`src/rtl/digimax_fifo.sv`:
```
// Multi-channel DigiMax DAC interface: per-channel direct or timer-drained FIFO mode.
// Optional $D418 SID-sample capture is enabled with `define DIGIMAX_SID_EN.
module digimax_fifo_chan #(
  parameter int DW    = 8,
  parameter int DEPTH = 16
) (
  input  logic          i_clk,
  input  logic          i_reset,
  input  logic          i_push,
  input  logic          i_pop,
  input  logic          i_flush,
  input  logic          i_ld,
  input  logic [DW-1:0] i_ld_val,
  input  logic [DW-1:0] i_din,
  output logic [DW-1:0] o_dac,
  output logic          o_empty,
  output logic          o_full,
  output logic          o_unf,
  output logic          o_ovf
);
  localparam int AW = $clog2(DEPTH);

  logic [DW-1:0] r_mem [DEPTH];
  logic [AW-1:0] r_wp, r_rp;
  logic [AW:0]   r_cnt;
  logic [DW-1:0] r_dac;
  logic          w_pop_ok, w_push_ok;

  assign o_empty   = (r_cnt == '0);
  assign o_full    = (r_cnt == (AW+1)'(DEPTH));
  assign w_pop_ok  = i_pop & ~o_empty & ~i_flush;
  // A same-cycle pop frees the slot, so a push into a full FIFO still lands.
  assign w_push_ok = i_push & ~i_flush & (~o_full | w_pop_ok);
  assign o_unf     = i_pop & o_empty;
  assign o_ovf     = i_push & ~i_flush & o_full & ~w_pop_ok;
  assign o_dac     = r_dac;

  always_ff @(posedge i_clk)
    if (w_push_ok) r_mem[r_wp] <= i_din;

  always_ff @(posedge i_clk or posedge i_reset) begin
    if (i_reset) begin
      r_wp  <= '0;
      r_rp  <= '0;
      r_cnt <= '0;
      r_dac <= '0;
    end else begin
      if (i_flush) begin
        r_wp  <= '0;
        r_rp  <= '0;
        r_cnt <= '0;
      end else begin
        if (w_push_ok) r_wp <= r_wp + AW'(1);
        if (w_pop_ok)  r_rp <= r_rp + AW'(1);
        case ({w_push_ok, w_pop_ok})
          2'b10:   r_cnt <= r_cnt + (AW+1)'(1);
          2'b01:   r_cnt <= r_cnt - (AW+1)'(1);
          default: r_cnt <= r_cnt;
        endcase
      end
      if (i_ld)          r_dac <= i_ld_val;
      else if (w_pop_ok) r_dac <= r_mem[r_rp];
    end
  end
endmodule

module digimax_fifo #(
  parameter int          CHANNELS = 4,
  parameter int          DW       = 8,
  parameter int          DEPTH    = 16,
  parameter logic [15:0] BASE     = 16'hDE00
) (
  input  logic                   i_clk,
  input  logic                   i_reset,
  input  logic                   i_wr_n,
  input  logic                   i_rd_n,
  input  logic [15:0]            i_addr,
  input  logic [7:0]             i_data_in,
  output logic [7:0]             o_data_out,
  output logic                   o_data_oe,
  output logic                   o_sid_sample,
  output logic [CHANNELS*DW-1:0] o_dac
);
  logic                r_wr_n, r_run;
  logic [CHANNELS-1:0] r_mode, r_unf, r_ovf;
  logic [15:0]         r_rate, r_cnt;

  logic                          w_strobe, w_win, w_wr, w_flush, w_tick;
  logic [3:0]                    w_off;
  logic [DW-1:0]                 w_wdata;
  logic [7:0]                    w_rdata;
  logic [CHANNELS-1:0]           w_dwr, w_ld, w_empty, w_full, w_unf_set, w_ovf_set;
  logic [CHANNELS-1:0][DW-1:0]   w_ldv, w_dac;

  assign w_strobe = r_wr_n & ~i_wr_n;
  assign w_win    = (i_addr[15:4] == BASE[15:4]);
  assign w_off    = i_addr[3:0];
  assign w_wr     = w_strobe & w_win;
  assign w_wdata  = DW'(i_data_in);
  assign w_flush  = w_wr & (w_off == 4'hB) & i_data_in[1];
  assign w_tick   = r_run & (r_cnt >= r_rate);
  assign o_dac    = w_dac;

`ifdef DIGIMAX_SID_EN
  logic          w_sid_wr, r_sid;
  logic [DW-1:0] w_sid_val;
  assign w_sid_wr     = w_strobe & (i_addr == 16'hD418);
  assign o_sid_sample = r_sid;
  always_comb begin
    w_sid_val          = '0;
    w_sid_val[DW-2 -: 4] = i_data_in[3:0];
  end
  always_ff @(posedge i_clk or posedge i_reset)
    if (i_reset)       r_sid <= 1'b0;
    else if (w_strobe) r_sid <= w_sid_wr;
`else
  assign o_sid_sample = 1'b0;
`endif

  // Direct loads (bus or SID capture) override any same-cycle tick pop.
  always_comb begin
    for (int c = 0; c < CHANNELS; c++) begin
      w_dwr[c] = w_wr & (w_off == 4'(c));
      w_ld[c]  = w_dwr[c] & ~r_mode[c];
      w_ldv[c] = w_wdata;
`ifdef DIGIMAX_SID_EN
      if (w_sid_wr && c == 0) begin w_ld[c] = 1'b1; w_ldv[c] = w_sid_val; end
      if (w_sid_wr && c == 2) begin w_ld[c] = 1'b1; w_ldv[c] = w_dac[0];  end
`endif
    end
  end

  for (genvar c = 0; c < CHANNELS; c++) begin : g_ch
    digimax_fifo_chan #(.DW(DW), .DEPTH(DEPTH)) u_chan (
      .i_clk   (i_clk),
      .i_reset (i_reset),
      .i_push  (w_dwr[c] & r_mode[c]),
      .i_pop   (w_tick & r_mode[c]),
      .i_flush (w_flush),
      .i_ld    (w_ld[c]),
      .i_ld_val(w_ldv[c]),
      .i_din   (w_wdata),
      .o_dac   (w_dac[c]),
      .o_empty (w_empty[c]),
      .o_full  (w_full[c]),
      .o_unf   (w_unf_set[c]),
      .o_ovf   (w_ovf_set[c])
    );
  end

  always_ff @(posedge i_clk or posedge i_reset) begin
    if (i_reset) begin
      r_wr_n <= 1'b1;
      r_run  <= 1'b0;
      r_mode <= '0;
      r_rate <= '0;
      r_cnt  <= '0;
      r_unf  <= '0;
      r_ovf  <= '0;
    end else begin
      r_wr_n <= i_wr_n;
      if (!r_run || w_tick) r_cnt <= '0;
      else                  r_cnt <= r_cnt + 16'd1;
      // New flag events outrank a same-cycle clearing write.
      r_unf <= ((w_wr && w_off == 4'hE) ? '0 : r_unf) | w_unf_set;
      r_ovf <= ((w_wr && w_off == 4'hF) ? '0 : r_ovf) | w_ovf_set;
      if (w_wr) begin
        case (w_off)
          4'h8:    r_mode        <= i_data_in[CHANNELS-1:0];
          4'h9:    r_rate[7:0]   <= i_data_in;
          4'hA:    r_rate[15:8]  <= i_data_in;
          4'hB:    r_run         <= i_data_in[0];
          default: ;
        endcase
      end
    end
  end

  always_comb begin
    w_rdata = '0;
    case (w_off)
      4'h8:    w_rdata = 8'(r_mode);
      4'h9:    w_rdata = r_rate[7:0];
      4'hA:    w_rdata = r_rate[15:8];
      4'hB:    w_rdata = {7'd0, r_run};
      4'hC:    w_rdata = 8'(w_empty);
      4'hD:    w_rdata = 8'(w_full);
      4'hE:    w_rdata = 8'(r_unf);
      4'hF:    w_rdata = 8'(r_ovf);
      default: w_rdata = '0;
    endcase
  end

  assign o_data_oe  = ~i_rd_n & w_win & w_off[3];
  assign o_data_out = o_data_oe ? w_rdata : 8'd0;
endmodule

```
`config.mk`:
```
export PLATFORM = sky130hd
export DESIGN_NAME = digimax_fifo
export DESIGN_NICKNAME = d
export VERILOG_FILES = /design/src/rtl/digimax_fifo.sv
export SDC_FILE = /design/constraint.sdc
export NUM_CORES = 1
export LEC_CHECK = 0
export CAP_MARGIN = 40
export CELL_PAD_IN_SITES_DETAIL_PLACEMENT = 1
export CELL_PAD_IN_SITES_GLOBAL_PLACEMENT = 2
export CORE_MARGIN = 3
export CORE_UTILIZATION = 48
export CTS_CLUSTER_DIAMETER = 30
export DETAILED_ROUTE_END_ITERATION = 6
export DONT_BUFFER_PORTS = 1
export HOLD_SLACK_MARGIN = 0.02
export PLACE_DENSITY = 0.9
export SYNTH_ARGS = -nofsm -noshare
export SYNTH_HDL_FRONTEND = slang
export SYNTH_SLANG_ARGS = --single-unit
```
`constraint.sdc`:
```
create_clock -name i_clk -period 6.4 [get_ports i_clk]
set_clock_uncertainty 0.1 [all_clocks]
set_input_delay 1.28 -clock i_clk [delete_from_list [all_inputs] [get_ports i_clk]]
set_output_delay 1.28 -clock i_clk [all_outputs]
set_load 0.02 [all_outputs]
```
# Yosys cells after proc, flatten, opt, wreduce, memory -nomap -nowiden
# Memories as Yosys holds them, arrays and structs flattened.
# Index checks and enable logic that the tools add are counted.
# W data, S select, Z words.
[op_classes]
add_sub_neg = 17
magnitude_cmp = 1
n_eq_ne = 24
n_mux = 45
bitwise = 76
reduce_logical = 29
[op_table]
columns = ["operator", "count"]
rows = [
  ["$mux W4", 18],
  ["$mux W8", 9],
  ["$pmux W8 S8", 1],
  ["$and A1 B1 Y1", 51],
  ["$pmux W5 S2", 4],
  ["$add A4 B1 Y4 const B", 8],
  ["$eq A4 B4 Y1 const B", 8],
  ["$reduce_bool A2 Y1", 12],
  ["$add A5 B1 Y5 const B", 4],
  ["$eq A5 B5 Y1 const B", 4],
  ["$logic_not A5 Y1", 4],
  ["$mux W5", 4],
  ["$sub A5 B1 Y5 const B", 4],
  ["$not A1 Y1", 19],
  ["$add A16 B1 Y16 const B", 1],
  ["$ge A16 B16 Y1", 1],
  ["$mux W16", 1],
  ["$eq A12 B12 Y1 const B", 1],
  ["$reduce_bool A3 Y1", 4],
  ["$eq A2 B1 Y1 const B", 4],
  ["$eq A2 B2 Y1 const B", 4],
  ["$eq A4 B2 Y1 const B", 2],
  ["$mux W1", 8],
  ["$or A4 B4 Y4", 2],
  ["other kinds (7)", 14],
]
[word_totals]
regBits = 130
ram_bits = 512
out_inout_bits = 42
mem_count = 4
[mem_list]
columns = ["memory", "depth", "width", "rd", "rd_ports_with_merged_regs", "wr", "line", "text"]
rows = [
  ["g_ch[0].u_chan.r_mem", 16, 8, 1, 0, 1, "23", "logic [DW-1:0] r_mem [DEPTH];"],
  ["g_ch[1].u_chan.r_mem", 16, 8, 1, 0, 1, "23", ""],
  ["g_ch[2].u_chan.r_mem", 16, 8, 1, 0, 1, "23", ""],
  ["g_ch[3].u_chan.r_mem", 16, 8, 1, 0, 1, "23", ""],
]

# Depth between registers and ports, before layout
# Gate-level depths: netlist (run 1).
[depth]
depth_word = 12
ltp_mapped = 19

# Cells and area by module
# From an unflattened synthesis (run 1), not the netlist that was laid out.
[hier_totals]
cells_unflattened = 1778
area_unflattened_um2 = 27696.6
[modules_own_cells]
columns = ["mod", "n_inst", "cells_each", "area_each_um2", "seq_area_each_um2"]
rows = [
  ["digimax_fifo_chan", 4, 372, 6216.0, 4369.2],
  ["digimax_fifo", 1, 290, 2832.7, 1152.4],
]

# Worst setup path after synthesis (run 1)
# Ideal clock, no wire load.
[synth_path]
path_type = "input-to-reg"
startpoint = "input port i_addr[5]"
endpoint = "register g_ch[0].u_chan.r_cnt[4]"
setup_time_ns = 0.124
t_arrival_ns = 4.220
slack_ns = 1.956
stages = 15
n_path_buf = 3
path_cell_list = "or4_4 buf_6 nor4_4 and4_1 buf_4 nor3_1 buf_2 nand2_1 inv_1 ha_1 a21o_1 a21oi_1 nand3_1 o311a_1 o31a_1"
[synth_between]
elab_chain_cells = 11
word_cells_on_any_way = 16
[synth_lines]
columns = ["item", "line", "text"]
rows = [
  ["start, declared", "77", "input logic [15:0] i_addr,"],
  ["$eq A12 B12 Y1 *", "96", "assign w_win = (i_addr[15:4] == BASE[15:4]);"],
  ["$and A1 B1 Y1 *", "98", "assign w_wr = w_strobe & w_win;"],
  ["$and A1 B1 Y1 (2 in a row)", "100", "assign w_flush = w_wr & (w_off == 4'hB) & i_data_in[1];"],
  ["$not A1 Y1", "31, 33", ""],
  ["$and A1 B1 Y1", "31", "assign w_pop_ok = i_pop & ~o_empty & ~i_flush;"],
  ["$or A1 B1 Y1", "33", "assign w_push_ok = i_push & ~i_flush & (~o_full | w_pop_ok);"],
  ["$and A1 B1 Y1", "33", ""],
  ["$eq A2 B1 Y1 or $eq A2 B2 Y1 (tied branches)", "55", "case ({w_push_ok, w_pop_ok})"],
  ["$pmux W5 S2", "55", ""],
  ["$mux W5", "48", "if (i_flush) begin"],
  ["end signal, assigned", "56", "2'b10: r_cnt <= r_cnt + (AW+1)'(1);"],
  ["end signal, assigned", "57", "2'b01: r_cnt <= r_cnt - (AW+1)'(1);"],
  ["end signal, assigned", "58", "default: r_cnt <= r_cnt;"],
  ["end, declared", "25", "logic [AW:0] r_cnt;"],
]
# Mark *: on every way between the ends. The rest lies on a longest branch, timed or not.
# A chain may end at the register's enable or synchronous reset.

# Final worst setup path (run 1)
[layout_path]
startpoint = "input port i_addr[5]"
endpoint = "output port o_data_out[1]"
[layout_between]
elab_chain_cells = 4
[layout_lines]
columns = ["item", "line", "text"]
rows = [
  ["$eq A12 B12 Y1", "96", ""],
  ["$and A1 B1 Y1 (2 in a row)", "194", "assign o_data_oe = ~i_rd_n & w_win & w_off[3];"],
  ["$mux W8", "195", "assign o_data_out = o_data_oe ? w_rdata : 8'd0;"],
  ["end, declared", "79", "output logic [7:0] o_data_out,"],
]
# No other way between the ends.

==> impl_results.rst, run 1 <==
.. list-table::
   :header-rows: 1

   * - Metric
     - Value
   * - Status
     - finished, final reports clean
   * - Reg area
     - 18600 sq um
   * - Iter 0 DRT Violations
     - 1487
   * - Number of different library cells in the post-synthesis netlist
     - 66
   * - Share of synthesized registers carrying an async set or reset
     - 20.2%
   * - Number of vias after detailed routing
     - 16400
   * - Peak VDD IR
     - 0.252 mV
   * - Wire length on met2
     - 37.4 mm
   * - Required time of the worst setup path
     - 5.02 ns
   * - Worst stage delay on the critical path
     - 0.60 ns
   * - Most common library cells after synthesis
     - sky130_fd_sc_hd__edfxtp_1 (512), sky130_fd_sc_hd__mux4_2 (136), sky130_fd_sc_hd__dfrtp_1 (129)
   * - Setup repair after global routing missed its margin
     - no
   * - Total global routing track utilization
     - 25.8%
   * - CTS sink count
     - 642
   * - Critical path arrival
     - 3.30 ns
   * - Pin count of the biggest net entering global routing
     - 78
   * - Final-layout fill cell count
     - 5016
   * - Synthesized-area fraction occupied by ao, oa, aoi and oai cells
     - 3.97%
   * - Placer's final routability congestion estimate
     - 0.822
   * - Areal power density over the cells
     - 343 nW/um^2
   * - Number of antenna violations at the first check in global routing
     - 3
   * - Slowest library cell on the worst path
     - sky130_fd_sc_hd__or4_4
   * - Number of buffers on the longest clock path
     - 3
   * - Library cell with the highest instance count after synthesis
     - sky130_fd_sc_hd__edfxtp_1
   * - Met1 routed wirelength after detailed routing
     - 29.5 mm
   * - Max-capacitance violation count
     - 0
   * - Port buffer count
     - 0
   * - Layout Cell Area excl Fill
     - 32700 sq um
   * - Count of H-tree levels built during CTS
     - 3
   * - Type of the worst min-delay path
     - reg -> reg
   * - CP Max Fanout
     - 9
   * - Number of antenna cells inserted
     - 0
   * - Highest metal layer used by the detailed router
     - met5
   * - Antenna Violating Nets Remaining
     - 0
   * - Number of resized instances in the post-cts repair step
     - 0
   * - XOR/XNOR Fraction of Synth Area
     - 1.37%
   * - Period minus WS final
     - 4.68 ns
   * - Final critical-path share of the clock period
     - 73.2%
   * - Total half-perimeter wirelength after legalization and detailed placement
     - 44.1 mm
   * - Total detailed-routing wirelength
     - 76.0 mm
   * - Maximum clock frequency
     - 213 MHz
   * - Lkg Pwr
     - 12.0 nW
   * - Setup Viol. Count Final
     - 0
   * - Root buffer cell
     - sky130_fd_sc_hd__clkbuf_16
   * - TritonRoute pass-1 iters
     - 7
   * - DR DRC count
     - 0
   * - Initial standard-cell utilization of the core
     - 49.2%
   * - Setup crit end kind
     - primary output
   * - Placement Setup Slack
     - 1.47 ns
   * - Area fraction of the dominant cell type after synthesis
     - 56.1%
   * - Total count of hold-check failures in the final report
     - 0
   * - Routed wl met3
     - 6.51 mm
   * - Number of clock buffers inserted by TritonCTS
     - 119
   * - Synthesized area per cell
     - 16.4 sq um
   * - Ordered list of cells on the worst path
     - or4_4, nor3_2, nand3b_1, a31oi_1
   * - Vertical extent of the die
     - 245 um
   * - Class of the most critical setup path
     - in -> out
   * - Synth-to-Final Area Change
     - 19.3%
   * - Share of post-route cells with drive strength above 1
     - 23.7%
   * - Final Max Slew Viols
     - 0
   * - Main area contributors after synthesis
     - sky130_fd_sc_hd__edfxtp_1 (56%), sky130_fd_sc_hd__dfrtp_1 (12%), sky130_fd_sc_hd__mux4_2 (11%), sky130_fd_sc_hd__mux2i_1 (2.5%), sky130_fd_sc_hd__ha_1 (2.2%)
   * - Area of the mapped netlist
     - 27400 sq um
   * - Number of hold buffers added after cts
     - 0
   * - Total negative setup slack
     - 0 ns
   * - Site Rows
     - 86
   * - Nets@finish
     - 1832
   * - Adder-cell share of the synthesized area
     - 2.53%
   * - Clock latency on the worst-skew pair
     - 0.68 ns
   * - Net Count, Synth
     - 1750
   * - Wire length of the first global-routing pass
     - 115 mm
   * - Share of synthesized area occupied by flip-flops and latches
     - 68.0%
   * - Relative slew slack
     - 38.1%
   * - Die width
     - 245 um
   * - Post-CTS Setup Repair Bufs
     - 0
   * - Number of standard cells after synthesis
     - 1669
   * - Mux share of post-synthesis cell area
     - 14.7%
   * - Worst slew pin tran
     - 0.929 ns
   * - Area fraction in and, or, nand and nor cells after synthesis
     - 7.46%
   * - Area of the core
     - 55700 sq um
   * - Area of combinational cells with multiple inputs
     - 8240 sq um
   * - Yosys warning total
     - 0
   * - Register clock-pin slew on the reported worst setup and hold paths
     - 0.05 ns
   * - Setup ws final
     - 1.72 ns
   * - Average routed wire per standard cell
     - 29.2 um
   * - IO Pins
     - 70
   * - Count of flip-flops with a built-in enable after synthesis
     - 512
   * - Vias in the first global route
     - 17500
   * - Area enclosed by the die boundary
     - 60000 sq um
   * - Clock tree from TritonCTS
     - done
   * - Synth area leader
     - sky130_fd_sc_hd__edfxtp_1
   * - Dominant register cell in the synthesized netlist
     - sky130_fd_sc_hd__edfxtp_1
   * - Main combinational cell family by area after synthesis
     - multiplexers
   * - Kind of start point of the critical path
     - primary input
   * - Post-placement cell area
     - 28400 sq um
   * - Number of synthesized register bits
     - 642
   * - Grt ovf
     - 0
   * - Vias/cell
     - 6.28
[worst max-delay path: cells and delay by family]
kind	cells	cell delay [ns]
AOI/OAI and AO/OA	1	0.58
and+or+nand+nor	3	1.44
[cell families (layout without fill, tap and decap cells)]
| logic type | Yosys count | count (layout) |
|---|---|---|
| other | 1 | 1 |
| XOR/XNOR | 43 | 43 |
| buffers and inverters | 139 | 327 |
| AND/OR/NAND/NOR | 394 | 394 |
| flip-flops | 642 | 642 |
| adder cells (fa/ha/maj) | 53 | 53 |
| multiplexers | 229 | 229 |
| AO/OA/AOI/OAI | 168 | 168 |
[routing by layer]
metal  track usage, %  vias to the layer above
li1                 -                     6735
met1             34.2                     8613
met2             42.2                      833
met3             5.91                      173
met4             9.64                        6
met5                0                        -
[layout make-up]
| class | instances | area share, % |
|---|---|---|
| flip-flops and latches | 642 | 57.0 |
| multi-input cells | 888 | 25.2 |
| clock buffers | 135 | 9.54 |
| clock inverters | 92 | 3.72 |
| well taps | 748 | 2.86 |
| repair buffers | 43 | 1.03 |
| inverters | 57 | 0.669 |
[per-stage QoR]
stage / util (%) / power (mW) / hold slack, ns / instances
floorplan: - / 4.63 / 0.349 / 1669
global placement: 50.8 / 4.63 / 0.368 / 2372
detailed placement: 50.9 / 4.63 / 0.383 / 2378
CTS: 58.7 / 11.3 / 0.394 / 2605
global route: 58.7 / 11.5 / 0.427 / 2605
finish: 58.7 / 11.2 / 0.391 / 2605
[power by group]
group	switching [mW]	total (mW)	internal, mW
Sequential	0.000510	4.52	4.52
Combinational	0.0284	0.0341	0.00565
Clock	2.34	6.67	4.33
Total	2.37	11.2	8.85
[sequential cells by signal (all words and copies together), names as in the netlist, 16 cells and up]
register / count
r_cnt: 16
g_ch.u_chan.o_dac: 32
g_ch.u_chan.r_cnt: 20
g_ch.u_chan.r_wp: 16
g_ch.u_chan.r_rp: 16
r_rate: 16
g_ch.u_chan.r_mem: 512
[final timing paths]
path                       slack (ns)  cells after the start                             endpoint          startpoint
setup / recovery                 1.72                      4                        o_data_out[1]           i_addr[5]
hold / removal                   0.39                      2                   r_unf[0]$_DFF_PP0_  r_unf[0]$_DFF_PP0_
setup reg to reg                 2.02                     18  g_ch[3].u_chan.r_cnt[4]$_DFFE_PP0P_  r_cnt[0]$_DFF_PP0_
hold reg to reg                  0.39                      2                   r_unf[0]$_DFF_PP0_  r_unf[0]$_DFF_PP0_
max in group asynchronous        4.32                      2   g_ch[3].u_chan.r_rp[0]$_DFFE_PP0P_             i_reset
min in group asynchronous        0.50                      1  g_ch[2].u_chan.o_dac[0]$_DFFE_PP0P_             i_reset
[layout by cell type, fill, tap and decap left out, types with 6 or more instances in the layout]
| cell | count |
|---|---|
| sky130_fd_sc_hd__clkinv_4 | 15 |
| sky130_fd_sc_hd__nor3_1 | 8 |
| sky130_fd_sc_hd__nor2_1 | 117 |
| sky130_fd_sc_hd__nand2b_1 | 11 |
| sky130_fd_sc_hd__xnor2_1 | 27 |
| sky130_fd_sc_hd__edfxtp_1 | 512 |
| sky130_fd_sc_hd__mux2_2 | 23 |
| sky130_fd_sc_hd__clkbuf_16 | 121 |
| sky130_fd_sc_hd__ha_1 | 49 |
| sky130_fd_sc_hd__nand3b_1 | 6 |
| sky130_fd_sc_hd__a21oi_1 | 56 |
| sky130_fd_sc_hd__clkinvlp_4 | 18 |
| sky130_fd_sc_hd__or4_1 | 6 |
| sky130_fd_sc_hd__a21o_1 | 7 |
| sky130_fd_sc_hd__buf_4 | 41 |
| sky130_fd_sc_hd__inv_6 | 13 |
| sky130_fd_sc_hd__nand2_1 | 78 |
| sky130_fd_sc_hd__and4_1 | 8 |
| sky130_fd_sc_hd__dfrtp_2 | 6 |
| sky130_fd_sc_hd__mux2i_1 | 69 |
| sky130_fd_sc_hd__and3_1 | 25 |
| sky130_fd_sc_hd__a31oi_1 | 10 |
| sky130_fd_sc_hd__nor4_1 | 28 |
| sky130_fd_sc_hd__nand4_1 | 12 |
| sky130_fd_sc_hd__and2_1 | 22 |
| sky130_fd_sc_hd__clkinv_2 | 14 |
| sky130_fd_sc_hd__dfrtp_1 | 123 |
| sky130_fd_sc_hd__inv_1 | 56 |
| sky130_fd_sc_hd__nor2b_1 | 12 |
| sky130_fd_sc_hd__o31ai_1 | 11 |
| sky130_fd_sc_hd__xor2_1 | 16 |
| sky130_fd_sc_hd__mux4_2 | 136 |
| sky130_fd_sc_hd__clkbuf_1 | 10 |
| sky130_fd_sc_hd__a22oi_1 | 7 |
| sky130_fd_sc_hd__o22ai_1 | 8 |
| sky130_fd_sc_hd__o221ai_1 | 16 |
| sky130_fd_sc_hd__bufinv_16 | 19 |
| sky130_fd_sc_hd__nand3_1 | 35 |
| sky130_fd_sc_hd__o21ai_0 | 27 |
(Power assumes the default switching activity.)
==> run 2, diff against run 1 <==
--- a/config.mk
+++ b/config.mk
@@ -9,12 +9,12 @@
 export CELL_PAD_IN_SITES_DETAIL_PLACEMENT = 1
 export CELL_PAD_IN_SITES_GLOBAL_PLACEMENT = 2
 export CORE_MARGIN = 3
-export CORE_UTILIZATION = 48
+export CORE_UTILIZATION = 43
 export CTS_CLUSTER_DIAMETER = 30
 export DETAILED_ROUTE_END_ITERATION = 6
 export DONT_BUFFER_PORTS = 1
 export HOLD_SLACK_MARGIN = 0.02
-export PLACE_DENSITY = 0.9
+export PLACE_DENSITY = 0.86
 export SYNTH_ARGS = -nofsm -noshare
 export SYNTH_HDL_FRONTEND = slang
 export SYNTH_SLANG_ARGS = --single-unit
==> constraint.sdc (replaced) <==
create_clock -name i_clk -period 3.9 [get_ports i_clk]
set_clock_uncertainty 0.1 [all_clocks]
set_input_delay 0.78 -clock i_clk [delete_from_list [all_inputs] [get_ports i_clk]]
set_output_delay 0.78 -clock i_clk [all_outputs]
set_load 0.02 [all_outputs]
==> run 2 against run 1 <==
Net effect: die area up 11%; via count down 1.9%; critical path depth grew 3; register-to-register slack got worse by 1.7 ns; clock-buffer cell count rose by 11; non-clock buffer count is 59 higher; routed wire length down 2.7%; sequential cell count stayed put; cell count rose by 5.6%; critical path type unchanged; total power rose by 58%.
==> impl_results.rst, run 2 (synthesis gave the netlist of run 1 again) <==
.. list-table::
   :header-rows: 1

   * - Metric
     - Value
   * - Placement Setup Slack
     - 0.0462 ns
   * - Share of post-route cells with drive strength above 1
     - 25.9%
   * - Number of buffers on the longest clock path
     - 3
   * - Ordered list of cells on the worst path
     - or4_4, buf_4, nor3_2, buf_4, nand3b_1, a31oi_1, buf_4
   * - Required time of the worst setup path
     - 3.02 ns
   * - Worst flop-to-flop path endpoint
     - g_ch[3].u_chan.r_cnt[4]$_DFFE_PP0P_
   * - Hold-critical path depth
     - 0
   * - Setup Viol. Count Final
     - 0
   * - Relative slew slack
     - 43.8%
   * - Buffers and inverters on the worst path
     - 3
   * - Root buffer cell
     - sky130_fd_sc_hd__clkbuf_16
   * - Antenna Violating Nets Remaining
     - 0
   * - Depth of the worst register-to-register path
     - 16
   * - Kind of cell adding the most delay to the critical path
     - simple AND/OR/NAND/NOR gates
   * - Maximum clock frequency
     - 273 MHz
   * - Areal power density over the cells
     - 536 nW/um^2
   * - Number of antenna cells inserted
     - 0
   * - Register clock-pin slew on the reported worst setup and hold paths
     - 0.06 ns
   * - Number of vias after detailed routing
     - 16000
   * - Period minus WS final
     - 3.66 ns
   * - Vertical extent of the die
     - 258 um
   * - Average routed wire per standard cell
     - 26.9 um
   * - Total half-perimeter wirelength after legalization and detailed placement
     - 44.2 mm
   * - Kind of start point of the critical path
     - primary input
   * - Setup ws final
     - 0.243 ns
   * - Number of clock buffers inserted by TritonCTS
     - 119
   * - IO Pins
     - 70
   * - DR DRC count
     - 0
   * - Area of the core
     - 62400 sq um
   * - Max-capacitance violation count
     - 0
   * - CP Max Fanout
     - 9
   * - Clock tree from TritonCTS
     - done
   * - Total Power Consumption
     - 17.7 mW
   * - Status
     - finished, final reports clean
   * - Lkg Pwr
     - 12.2 nW
   * - Worst stage delay on the critical path
     - 0.58 ns
   * - Clock latency on the worst-skew pair
     - 0.70 ns
   * - Peak VDD IR
     - 0.408 mV
   * - Nets@finish
     - 1891
   * - Total count of hold-check failures in the final report
     - 0
   * - Synth-to-Final Area Change
     - 20.8%
   * - Setup crit end kind
     - primary output
   * - Site Rows
     - 91
   * - Type of the worst min-delay path
     - in -> reg
   * - Vias in the first global route
     - 17900
   * - Max reg flops
     - 512
   * - CTS sink count
     - 642
   * - Hold worst-path end
     - g_ch[2].u_chan.r_mem[13][5]$_DFFE_PP_
   * - Most common cell after layout, fill and taps aside
     - sky130_fd_sc_hd__edfxtp_1
   * - Initial standard-cell utilization of the core
     - 43.9%
   * - Cell repeated most along the worst path
     - sky130_fd_sc_hd__buf_4
   * - TritonRoute pass-1 iters
     - 6
   * - Worst hold path startpoint
     - i_data_in[5]
   * - Area enclosed by the die boundary
     - 66800 sq um
   * - Total negative setup slack
     - 0 ns
   * - Largest Register
     - g_ch.u_chan.r_mem
   * - Post-placement cell area
     - 28900 sq um
   * - Vias/cell
     - 5.83
   * - Slowest library cell on the worst path
     - sky130_fd_sc_hd__or4_4
   * - Critical R2R Launch
     - r_cnt[13]$_DFF_PP0_
   * - Post-CTS Setup Repair Bufs
     - 0
   * - Port buffer count
     - 0
   * - Total detailed-routing wirelength
     - 73.9 mm
   * - Final Max Slew Viols
     - 0
   * - Number of antenna violations at the first check in global routing
     - 0
   * - Top library cells by usage in the layout, fill and taps aside
     - sky130_fd_sc_hd__edfxtp_1 (512), sky130_fd_sc_hd__mux4_2 (136), sky130_fd_sc_hd__dfrtp_1 (124), sky130_fd_sc_hd__clkbuf_16 (119), sky130_fd_sc_hd__nor2_1 (117)
   * - Flop-to-flop setup slack
     - 0.28 ns
   * - Critical path arrival
     - 2.78 ns
   * - Total global routing track utilization
     - 22.6%
   * - Placer's final routability congestion estimate
     - 0.789
   * - Setup repair after global routing missed its margin
     - no
   * - Class of the most critical setup path
     - in -> out
   * - Die width
     - 258 um
   * - Pin count of the biggest net entering global routing
     - 76
   * - Final critical-path share of the clock period
     - 93.8%
   * - Wire length of the first global-routing pass
     - 113 mm
   * - Count of H-tree levels built during CTS
     - 3
   * - Layout Cell Area excl Fill
     - 33100 sq um
   * - Grt ovf
     - 0
   * - Iter 0 DRT Violations
     - 1543
   * - Worst slew pin tran
     - 0.836 ns
   * - Final Hold Slack
     - 0.0982 ns
-- run 2: cell count changes in the layout (fill, tap and decap cells not counted), moves of 3 or more --
| cell | delta |
|---|---|
| sky130_fd_sc_hd__buf_4 | +56 |
| sky130_fd_sc_hd__bufinv_16 | -8 |
| sky130_fd_sc_hd__clkbuf_1 | +8 |
| sky130_fd_sc_hd__clkinv_4 | -7 |
| sky130_fd_sc_hd__clkinv_2 | +6 |
| sky130_fd_sc_hd__clkbuf_8 | +5 |
| sky130_fd_sc_hd__clkinvlp_4 | -4 |
| sky130_fd_sc_hd__buf_12 | +3 |
-- run 2: timing repair --
| action | CTS | global route |
|---|---|---|
| hold buffers | 2 | 0 |
| endpoints found under the hold margin | 19 | 0 |
| endpoints found under the setup margin | 1 | 6 |
| pin swaps | 0 | 4 |
| gates resized for setup | 1 | 15 |
-- run 2: how the worst max path moves through the flow --
stage                                       from                                  end  slack [ns]  cells past startpoint
final                                  i_addr[5]                        o_data_out[1]        0.24                      7
after global routing          r_cnt[0]$_DFF_PP0_  g_ch[3].u_chan.r_cnt[4]$_DFFE_PP0P_       0.001                     18
after CTS                 r_rate[14]$_DFFE_PP0P_  g_ch[3].u_chan.r_cnt[4]$_DFFE_PP0P_       0.008                     17
after detailed placement      r_cnt[0]$_DFF_PP0_  g_ch[3].u_chan.r_cnt[4]$_DFFE_PP0P_        0.05                     18
after global placement        r_cnt[0]$_DFF_PP0_  g_ch[3].u_chan.r_cnt[4]$_DFFE_PP0P_        0.11                     18
after floorplan                        i_addr[5]  g_ch[0].u_chan.r_cnt[4]$_DFFE_PP0P_        0.02                     15
-- run 2: layout make-up --
type | count | area [sq um]
Clock inverter | 78 | 923
Sequential cell | 642 | 18600
Multi-Input combinational cell | 888 | 8310
Fill cell | 5862 | 29300
Tap cell | 837 | 1050
Inverter | 57 | 218
Clock buffer | 146 | 3170
Timing Repair Buffer | 102 | 808
-- run 2: where the power goes --
group / switching (mW) / leakage (nW) / internal [mW]
Clock: 3.69 / 1.97 / 6.57
Sequential: 0.000753 / 6.25 / 7.41
Combinational: 0.0475 / 4.00 / 0.0130
Total: 3.74 / 12.2 / 14.0
-- run 2: metal layers --
metal / vias to the layer above / part of all wire, % / global-route usage [%]
met2: 649 / 49 / 37.0
met5: - / 0 / 0
met4: 0 / 3.0 / 8.69
met1: 8397 / 40 / 29.1
li1: 6856 / - / -
met3: 144 / 7.7 / 5.74
-- run 2: metrics by stage --
step | util [%] | instances
detailed placement | 46.4 | 2524
floorplan | - | 1669
finish | 53.1 | 2750
global placement | 46.4 | 2524
global route | 53.1 | 2750
CTS | 53.0 | 2750
==> run 3, diff against run 2 <==
--- a/config.mk
+++ b/config.mk
@@ -5,16 +5,17 @@
 export SDC_FILE = /design/constraint.sdc
 export NUM_CORES = 1
 export LEC_CHECK = 0
+export ABC_AREA = 1
 export CAP_MARGIN = 40
 export CELL_PAD_IN_SITES_DETAIL_PLACEMENT = 1
 export CELL_PAD_IN_SITES_GLOBAL_PLACEMENT = 2
 export CORE_MARGIN = 3
-export CORE_UTILIZATION = 43
+export CORE_UTILIZATION = 40
 export CTS_CLUSTER_DIAMETER = 30
 export DETAILED_ROUTE_END_ITERATION = 6
 export DONT_BUFFER_PORTS = 1
 export HOLD_SLACK_MARGIN = 0.02
-export PLACE_DENSITY = 0.86
+export PLACE_DENSITY = 0.87
 export SYNTH_ARGS = -nofsm -noshare
 export SYNTH_HDL_FRONTEND = slang
 export SYNTH_SLANG_ARGS = --single-unit
==> run 3 against run 2 <==
Net effect: synthesized area rose by 0.30%; global-route usage rose by 1.2 points; fmax rose by 0.26%; hold slack got worse by 0.026 ns; via count rose by 24%; sequential power barely moved; routed wire length rose by 14%; largest cell class unchanged; largest power group unchanged.
==> impl_results.rst, run 3 <==
.. list-table::
   :header-rows: 1

   * - Metric
     - Value
   * - Layout Cell Area excl Fill
     - 33800 sq um
   * - Placed insts
     - 3205
   * - Areal power density over the cells
     - 578 nW/um^2
   * - Vias/cell
     - 5.74
   * - Final critical-path share of the clock period
     - 93.5%
   * - Flop-to-flop setup slack
     - 0.32 ns
   * - Maximum clock frequency
     - 274 MHz
   * - Number of different library cells in the post-synthesis netlist
     - 52
   * - Post-route insts no fill
     - 3467
   * - Main combinational cell family by area after synthesis
     - simple AND/OR/NAND/NOR gates
   * - Synth-to-Final Area Change
     - 23.1%
   * - Root buffer cell
     - sky130_fd_sc_hd__clkbuf_16
   * - Number of buffers on the longest clock path
     - 3
   * - Required time of the worst setup path
     - 3.02 ns
   * - Period minus WS final
     - 3.65 ns
   * - Number of synthesized register bits
     - 642
   * - TritonRoute pass-1 iters
     - 5
   * - Total half-perimeter wirelength after legalization and detailed placement
     - 50.8 mm
   * - Total count of hold-check failures in the final report
     - 0
   * - Depth of the worst register-to-register path
     - 25
   * - Number of antenna violations at the first check in global routing
     - 2
   * - Worst slew pin tran
     - 0.932 ns
   * - Port buffer count
     - 0
   * - Vertical extent of the die
     - 268 um
   * - Share of synthesized registers carrying an async set or reset
     - 20.2%
   * - Critical R2R Launch
     - r_rate[3]$_DFFE_PP0P_
   * - Total Power Consumption
     - 19.5 mW
   * - Number of vias after detailed routing
     - 19900
   * - Initial standard-cell utilization of the core
     - 40.6%
   * - Library cell with the highest instance count after synthesis
     - sky130_fd_sc_hd__edfxtp_1
   * - Average routed wire per standard cell
     - 24.4 um
   * - Area of the core
     - 67600 sq um
   * - Number of standard cells after synthesis
     - 2346
   * - Area of the mapped netlist
     - 27500 sq um
   * - Register clock-pin slew on the reported worst setup and hold paths
     - 0.05 ns
   * - Worst flop-to-flop path endpoint
     - g_ch[3].u_chan.r_cnt[4]$_DFFE_PP0P_
   * - Die width
     - 268 um
   * - Top library cells by usage in the layout, fill and taps aside
     - sky130_fd_sc_hd__edfxtp_1 (512), sky130_fd_sc_hd__nand2_1 (351), sky130_fd_sc_hd__nor2_1 (293), sky130_fd_sc_hd__o21ai_0 (203), sky130_fd_sc_hd__clkbuf_16 (139)
   * - IO Pins
     - 70
   * - Setup Viol. Count Final
     - 0
   * - Adder-cell share of the synthesized area
     - 2.52%
   * - Mux share of post-synthesis cell area
     - 0%
   * - Dominant register cell in the synthesized netlist
     - sky130_fd_sc_hd__edfxtp_1
   * - Clock latency on the worst-skew pair
     - 0.70 ns
   * - Clock tree from TritonCTS
     - done
   * - Vias in the first global route
     - 21400
   * - Class of the most critical setup path
     - reg -> out
   * - XOR/XNOR Fraction of Synth Area
     - 0.733%
   * - CTS sink count
     - 642
   * - Total negative setup slack
     - 0 ns
   * - Critical path arrival
     - 2.77 ns
   * - Placement Setup Slack
     - 0.164 ns
   * - Iter 0 DRT Violations
     - 1698
   * - Setup ws final
     - 0.253 ns
   * - Share of post-route cells with drive strength above 1
     - 14.6%
   * - Hold-critical path depth
     - 0
   * - Grt ovf
     - 0
   * - Most common library cells after synthesis
     - sky130_fd_sc_hd__edfxtp_1 (512), sky130_fd_sc_hd__nand2_1 (351), sky130_fd_sc_hd__nor2_1 (293)
   * - Share of synthesized area occupied by flip-flops and latches
     - 67.8%
   * - Hold worst-path end
     - g_ch[0].u_chan.r_mem[2][5]$_DFFE_PP_
   * - Worst hold path startpoint
     - i_data_in[5]
   * - Main area contributors after synthesis
     - sky130_fd_sc_hd__edfxtp_1 (56%), sky130_fd_sc_hd__dfrtp_1 (12%), sky130_fd_sc_hd__nand2_1 (4.8%), sky130_fd_sc_hd__nor2_1 (4.0%), sky130_fd_sc_hd__o221ai_1 (3.7%)
   * - Total detailed-routing wirelength
     - 84.5 mm
   * - Setup crit end kind
     - primary output
   * - Post-placement cell area
     - 28900 sq um
   * - Largest Register
     - g_ch.u_chan.r_mem
   * - Area enclosed by the die boundary
     - 71900 sq um
   * - Kind of start point of the critical path
     - flop
   * - DR DRC count
     - 0
   * - Number of clock buffers inserted by TritonCTS
     - 139
   * - Synthesized-area fraction occupied by ao, oa, aoi and oai cells
     - 12.2%
   * - Count of H-tree levels built during CTS
     - 4
   * - Placer's final routability congestion estimate
     - 0.862
   * - Synthesized area per cell
     - 11.7 sq um
   * - Max reg flops
     - 512
   * - Site Rows
     - 95
   * - Max-capacitance violation count
     - 0
   * - Yosys warning total
     - 0
   * - Nets@finish
     - 2558
   * - Area fraction of the dominant cell type after synthesis
     - 55.9%
   * - Final Max Slew Viols
     - 0
   * - Pin count of the biggest net entering global routing
     - 70
   * - Wire length of the first global-routing pass
     - 129 mm
   * - Type of the worst min-delay path
     - in -> reg
   * - Relative slew slack
     - 37.8%
   * - Lkg Pwr
     - 12.8 nW
   * - Number of resized instances in the post-cts repair step
     - 0
   * - Peak VDD IR
     - 0.350 mV
   * - CP Max Fanout
     - 4
   * - Net Count, Synth
     - 2427
   * - Total global routing track utilization
     - 23.7%
   * - Status
     - finished, final reports clean
   * - Area fraction in and, or, nand and nor cells after synthesis
     - 13.1%
   * - Setup repair after global routing missed its margin
     - no
   * - Most common cell after layout, fill and taps aside
     - sky130_fd_sc_hd__edfxtp_1
   * - Synth area leader
     - sky130_fd_sc_hd__edfxtp_1
   * - Antenna Violating Nets Remaining
     - 0
   * - Count of flip-flops with a built-in enable after synthesis
     - 512
-- run 3: cells by family (layout without fill, tap and decap cells) --
group / Yosys count / after routing
buffers and inverters: 249 / 494
and+or+nand+nor: 829 / 829
DFF: 642 / 642
adders and majority gates: 53 / 53
xor gates and xnor gates: 23 / 23
AOI/OAI and AO/OA: 549 / 549
other: 1 / 4
-- run 3: cell type report --
class	count	area, sq um
Antenna cell	3	7.51
Clock buffer	158	3610
Clock inverter	97	1210
Fill cell	6886	33800
Inverter	140	538
Multi-Input combinational cell	1455	7860
Sequential cell	642	18600
Tap cell	873	1090
Timing Repair Buffer	99	873
-- run 3: timing repair --
action,CTS,global route
setup buffers,0,1
setup endpoints to repair,0,1
hold buffers,2,0
endpoints found under the hold margin,24,0
-- run 3: metal layers --
layer	routed length [um]	part of all wire (%)	GRT usage (%)
met5	0	0	0
met4	2440	2.9	8.90
met3	6270	7.4	5.25
met2	41700	49	40.0
met1	34100	40	30.1
-- run 3: power by group --
part	internal, mW	switching (mW)	leakage, nW
combinational	0.0157	0.0636	4.19
clock	8.12	3.92	2.30
sequential	7.42	0.000631	6.28
total	15.6	3.98	12.8
-- run 3: worst max-delay path by stage --
stage / startpoint / end / slack (ns)
2_1_floorplan: i_addr[14] / o_data_out[1] / 0.71
3_3_place_gp: i_addr[14] / g_ch[2].u_chan.r_cnt[4]$_DFFE_PP0P_ / 0.30
3_5_place_dp: i_addr[14] / g_ch[3].u_chan.r_cnt[4]$_DFFE_PP0P_ / 0.16
4_1_cts: r_rate[3]$_DFFE_PP0P_ / g_ch[1].u_chan.r_cnt[4]$_DFFE_PP0P_ / 0.24
5_1_grt: r_rate[3]$_DFFE_PP0P_ / g_ch[2].u_chan.r_cnt[4]$_DFFE_PP0P_ / 0.02
6_report: g_ch[2].u_chan.r_cnt[0]$_DFFE_PP0P_ / o_data_out[2] / 0.25
-- run 3: metrics by stage --
step / utilization (%) / hold slack [ns]
floorplan: - / 0.353
global placement: 42.6 / 0.368
detailed placement: 42.8 / 0.375
CTS: 49.9 / 0.0362
global route: 50.0 / 0.0378
finish: 50.0 / 0.0725
-- run 3: worst max-delay path, cell delays in order, from the launching register on --
cell	delay (ns)
sky130_fd_sc_hd__dfrtp_1	0.41
sky130_fd_sc_hd__nor4_1	0.46
sky130_fd_sc_hd__inv_1	0.10
sky130_fd_sc_hd__nor2_1	0.25
sky130_fd_sc_hd__a221oi_1	0.13
sky130_fd_sc_hd__a21oi_1	0.40
sky130_fd_sc_hd__buf_4	0.20
sky130_fd_sc_hd__buf_4	0.13
